### src/rtl/disp_pkg.sv
// Shared constants for the six-digit clock display scanner.
// Segment patterns are active-low, bit order g..a (bit 6 = g).
package disp_pkg;

  localparam int NUM_DIGITS = 6;

  typedef logic [2:0] digit_idx_t;

  localparam logic [6:0] SEG_0    = 7'b1000000;
  localparam logic [6:0] SEG_1    = 7'b1111001;
  localparam logic [6:0] SEG_2    = 7'b0100100;
  localparam logic [6:0] SEG_3    = 7'b0110000;
  localparam logic [6:0] SEG_4    = 7'b0011001;
  localparam logic [6:0] SEG_5    = 7'b0010010;
  localparam logic [6:0] SEG_6    = 7'b0000010;
  localparam logic [6:0] SEG_7    = 7'b1111000;
  localparam logic [6:0] SEG_8    = 7'b0000000;
  localparam logic [6:0] SEG_9    = 7'b0010000;
  localparam logic [6:0] SEG_DASH = 7'b0111111;
  localparam logic [6:0] SEG_OFF  = 7'b1111111;

endpackage

### src/rtl/bcd_to_seg7.sv
// Combinational BCD to active-low 7-segment decoder; non-BCD codes show a dash.
module bcd_to_seg7
  import disp_pkg::*;
(
  input  logic [3:0] bcd_i,
  output logic [6:0] seg_o
);

  // digit pattern lookup
  always_comb begin
    seg_o = SEG_DASH;
    case (bcd_i)
      4'd0:    seg_o = SEG_0;
      4'd1:    seg_o = SEG_1;
      4'd2:    seg_o = SEG_2;
      4'd3:    seg_o = SEG_3;
      4'd4:    seg_o = SEG_4;
      4'd5:    seg_o = SEG_5;
      4'd6:    seg_o = SEG_6;
      4'd7:    seg_o = SEG_7;
      4'd8:    seg_o = SEG_8;
      4'd9:    seg_o = SEG_9;
      default: seg_o = SEG_DASH;
    endcase
  end

endmodule

### src/rtl/disp_scan.sv
// Multiplexed six-digit HH:MM:SS scanner with frame snapshot and digit blinking.
// Optional build macro DISP_LEAD_ZERO_BLANK_EN blanks a leading zero in the hours tens digit.
module disp_scan
  import disp_pkg::*;
#(
  parameter int SCAN_DIV = 50000
) (
  input  logic       clk,
  input  logic       clr,
  input  logic [3:0] sec0,
  input  logic [2:0] sec1,
  input  logic [3:0] min0,
  input  logic [2:0] min1,
  input  logic [3:0] hr0,
  input  logic [1:0] hr1,
  input  logic       blink_tick,
  input  logic [5:0] blink_mask,
  output logic [5:0] an,
  output logic [6:0] seg,
  output logic       dp
);

  localparam logic [19:0] DIV_LAST = 20'(SCAN_DIV - 1);

  logic [19:0] div_q, div_d;
  digit_idx_t  idx_q, idx_d;
  logic        ph_q, ph_d;
  logic [23:0] snap_q, snap_d;
  logic [5:0]  an_q, an_d;
  logic [6:0]  seg_q, seg_d;
  logic        dp_q, dp_d;
  logic [3:0]  cur_s;
  logic [6:0]  dec_s;
  logic        frame_end_s;

  bcd_to_seg7 u_dec (
    .bcd_i (cur_s),
    .seg_o (dec_s)
  );

  assign frame_end_s = (div_q == DIV_LAST) && (idx_q == 3'd5);

  // scan counters, blink phase and snapshot next state
  always_comb begin
    div_d  = div_q + 20'd1;
    idx_d  = idx_q;
    ph_d   = ph_q ^ blink_tick;
    snap_d = snap_q;
    if (div_q == DIV_LAST) begin
      div_d = 20'd0;
      idx_d = (idx_q == 3'd5) ? 3'd0 : idx_q + 3'd1;
    end else begin
      idx_d = idx_q;
    end
    if (frame_end_s) begin
      snap_d = {2'b00, hr1, hr0, 1'b0, min1, min0, 1'b0, sec1, sec0};
    end else begin
      snap_d = snap_q;
    end
  end

  // digit currently being scanned, taken from the frame snapshot
  always_comb begin
    cur_s = 4'd0;
    case (idx_q)
      3'd0:    cur_s = snap_q[3:0];
      3'd1:    cur_s = snap_q[7:4];
      3'd2:    cur_s = snap_q[11:8];
      3'd3:    cur_s = snap_q[15:12];
      3'd4:    cur_s = snap_q[19:16];
      3'd5:    cur_s = snap_q[23:20];
      default: cur_s = 4'd0;
    endcase
  end

  // output next state; the first cycle of each slot blanks all anodes against ghosting
  always_comb begin
    an_d  = 6'b111111;
    seg_d = dec_s;
    dp_d  = 1'b1;
    if (div_q != 20'd0) begin
      an_d = ~(6'b000001 << idx_q);
    end else begin
      an_d = 6'b111111;
    end
    if (ph_q && blink_mask[idx_q]) begin
      seg_d = SEG_OFF;
`ifdef DISP_LEAD_ZERO_BLANK_EN
    end else if ((idx_q == 3'd5) && (cur_s == 4'd0)) begin
      seg_d = SEG_OFF;
`endif
    end else begin
      seg_d = dec_s;
    end
    if (((idx_q == 3'd2) || (idx_q == 3'd4)) && !ph_q) begin
      dp_d = 1'b0;
    end else begin
      dp_d = 1'b1;
    end
  end

  // state and registered outputs; clr wins over tick and capture
  always_ff @(posedge clk) begin
    if (clr) begin
      div_q  <= 20'd0;
      idx_q  <= 3'd0;
      ph_q   <= 1'b0;
      snap_q <= 24'd0;
      an_q   <= 6'b111111;
      seg_q  <= SEG_OFF;
      dp_q   <= 1'b1;
    end else begin
      div_q  <= div_d;
      idx_q  <= idx_d;
      ph_q   <= ph_d;
      snap_q <= snap_d;
      an_q   <= an_d;
      seg_q  <= seg_d;
      dp_q   <= dp_d;
    end
  end

  assign an  = an_q;
  assign seg = seg_q;
  assign dp  = dp_q;

endmodule

### config.mk
export PLATFORM = sky130hd
export DESIGN_NAME = disp_scan
export DESIGN_NICKNAME = d
export VERILOG_FILES = /design/src/rtl/disp_pkg.sv /design/src/rtl/bcd_to_seg7.sv /design/src/rtl/disp_scan.sv
export SDC_FILE = /design/constraint.sdc
export NUM_CORES = 1
export LEC_CHECK = 0
export ABC_CLOCK_PERIOD_IN_PS = 2100
export BUFFER_PORTS_ARGS = -buffer_cell sky130_fd_sc_hd__buf_4
export CAP_MARGIN = 10
export CORE_AREA = 2 2 99 101
export CTS_CLUSTER_SIZE = 12
export DETAILED_ROUTE_END_ITERATION = 16
export DIE_AREA = 0 0 101 103
export GPL_ROUTABILITY_DRIVEN = 0
export PLACE_DENSITY = 0.58
export SETUP_SLACK_MARGIN = 0.2
export SLEW_MARGIN = 10
export SYNTH_ARGS = -nofsm -noshare
export SYNTH_HDL_FRONTEND = slang
export SYNTH_SLANG_ARGS = --single-unit
### constraint.sdc
create_clock -name clk -period 2.1 [get_ports clk]
set_input_delay 0.42 -clock clk [delete_from_list [all_inputs] [get_ports clk]]
set_output_delay 0.42 -clock clk [all_outputs]
set_load 0.01 [all_outputs]
==> run summary <==
Share of layout cells above drive strength 1 = 35.8%
Crit path arrival time = 2.21 ns
CTS tree = yes
Reg clk slew, reported paths = 0.07 ns
Worst-Skew Late Latency = 0.33 ns
Comb pwr share = 5.9%
DR pass1 iterations = 4
Post-Syn Instances = 284
# clock sinks = 58
Synth Warn # = 0
Post-synth top flop = dfxtp_1
#FFs+latches synth = 58
Residual DRC count = 0
Crit path capture type = flop
Biggest area consumer among synthesized cells = dfxtp_1
Die area = 0.0104 mm²
Overall Power = 0.00240 W
Nets = 399
Seq pwr share = 46.9%
Cts hold-fix bufs = 0
ANT nets after route = 0
Pin count of the biggest net entering global routing = 30
Netlist cell types = 44
Total negative setup slack = 0 ns
Tightest Hold Check Type = in -> reg
Switching share of power = 21.5%
Post-Synthesis Cell Area = 0.00263 mm²
Async S/R FF share, synth = 0%
# IOs = 43
Sw Pwr = 0.000516 W
Final Skew = 0.00992 ns
CTS Buffer Depth = 2
Area grow syn2layout = 42.0%
Area share of the largest cell type after synthesis = 44.2%
Htree depth = 3
Syn nets = 321
Count leader, synth = dfxtp_1
Syn avg cell area = 9.24 µm²
Post-synth EDFFs = 0
Via density = 4.77
First-pass GRT wire length = 10.3 mm
CTS Buf Count = 9
Status = completed
Final Hold Viols = 0
Vias = 2,288
Internal power = 0.00189 W
RSZ-0062 raised after global routing = yes
DIE HEIGHT = 103 µm
Initial Utilization = 27.8%
Final Slew Violations = 0
Dpl hpwl = 4.45 mm
Headroom to the max-slew limit = 58.0%
WS Path Type = reg -> reg
Initial DRC Count = 64
Synth area leaders = dfxtp_1, mux2i_1, nor2_1
Max_cap viols = 0
Final Non-Filler Cells = 480
Max FO, Critical Path = 5
Clk pwr share = 47.2%
Launching element type of the critical path = flop
DP Worst Slack = 0.0472 ns
Initial antenna violation count = 0
Antenna diodes = 0
Fmax = 0.516 GHz
Post-Route WL = 6.83 mm
Power Density = 644 mW/mm²
Least-Margin Pin Slew = 0.624 ns
Worst Path Required = 2.37 ns
Drt wl/cell = 14.2 µm
Final Cycle Share = 92.4%
Tmin final = 1.94 ns
Max VDD drop = 0.000222 V
Setup violators final = 0
Dpl cells = 446
Core area = 0.00946 mm²
Row cnt = 36
Vias in the first global route = 2,182
# port buffers = 42
Fin worst setup slack = 0.160 ns
Post-synth top cells = dfxtp_1, nor2_1, mux2i_1, nand3_1, nand2_1
Die width = 101 µm
Overall Global Routing Usage = 13.0%
Root Buffer = clkbuf_8
Leakage power total = 1.46 nW
Register area share after synthesis = 44.2%
Total grt overflow = 0
[per-layer routing]
| layer | track usage [%] | share of wire, % | up-vias |
|---|---|---|---|
| li1 | - | - | 1134 |
| met1 | 15.6 | 45 | 1074 |
| met2 | 21.6 | 48 | 59 |
| met3 | 2.98 | 4.4 | 21 |
| met4 | 7.07 | 2.8 | 0 |
| met5 | 0 | 0 | - |
[sequential cells by signal, indices dropped and copies added, names as in the netlist]
name,cells
dp,1
an,6
seg,7
idx_q,3
div_q,20
ph_q,1
snap_q,20
[final cells by class]
type	count	area (µm²)
sequential	58	1180
tap	114	143
inverter	12	45.0
fill	952	5730
timing repair buffer	80	663
clock inverter	5	78.8
clock buffer	10	138
multi-input combinational	201	1480
[cell families after synthesis]
group / synth area share [%]
simple gates: 21.2
flops: 44.2
compound gates: 8.77
mux: 11.0
buf+inv: 4.38
xor+xnor: 6.67
fa+ha+maj: 3.81
[placed cells by master (no fill, tap or decap), types with 2 or more instances in the layout]
cell	count
buf_4	73
nor2_1	50
dfxtp_1	49
mux2i_1	22
nand3_1	17
nand2_1	16
xor2_1	11
clkbuf_8	10
inv_1	9
xnor2_1	9
and3_1	5
a21oi_1	5
nor3_1	5
dfxtp_2	5
mux2_2	4
ha_1	4
ha_4	4
buf_6	4
dfxtp_4	4
and3_4	3
inv_2	3
nand3b_1	3
nor4_4	3
nand4_1	3
nor4_1	3
nor2b_1	2
a32oi_1	2
o21ai_1	2
o211a_1	2
a21boi_1	2
o21ai_0	2
bufinv_16	2
clkinv_2	2
clkbuf_16	2
[final timing paths]
| path | cells past startpoint | from | slack [ns] | to |
|---|---|---|---|---|
| worst max register to register | 9 | idx_q[0] | 0.16 | seg[3] |
| worst min-delay path | 3 | min0[0] | 0.32 | snap_q[8] |
| worst min register to register | 1 | idx_q[1] | 0.49 | an[2] |
| worst max-delay path | 9 | idx_q[0] | 0.16 | seg[3] |
[power by group through the flow]
stage	Clock, W	Combinational (W)	Sequential (W)
2_1_floorplan	0	0.0000505	0.00116
3_3_place_gp	0	0.000129	0.00116
3_5_place_dp	0	0.000130	0.00115
4_1_cts	0.00116	0.000130	0.00113
5_1_grt	0.00120	0.000155	0.00113
6_report	0.00113	0.000141	0.00113
[what timing repair did]
action / CTS / global route
gates cloned: 2 / 1
gates resized for setup: 10 / 26
setup buffers: 8 / 8
endpoints found under the setup margin: 27 / 46
pin swaps: 7 / 11
hold endpoints to repair: 0 / 0
[worst max-delay path, stage by stage (launching register included)]
cell      delay, ns
dfxtp_4        0.37
buf_6          0.11
and2_4         0.13
ha_4           0.17
a2111o_1       0.45
inv_2          0.13
ha_4           0.13
inv_2          0.02
o211a_1        0.22
a21boi_1       0.13
[metrics by stage]
stage          hold slack, ns  util (%)  cell area (µm²)
2_1_floorplan           0.441         -             2660
3_3_place_gp            0.476      33.8             3200
3_5_place_dp            0.486      33.8             3200
4_1_cts                 0.308      37.6             3550
5_1_grt                 0.322      39.4             3730
6_report                0.320      39.4             3730
Note: power is estimated with default switching activity, not from simulation.
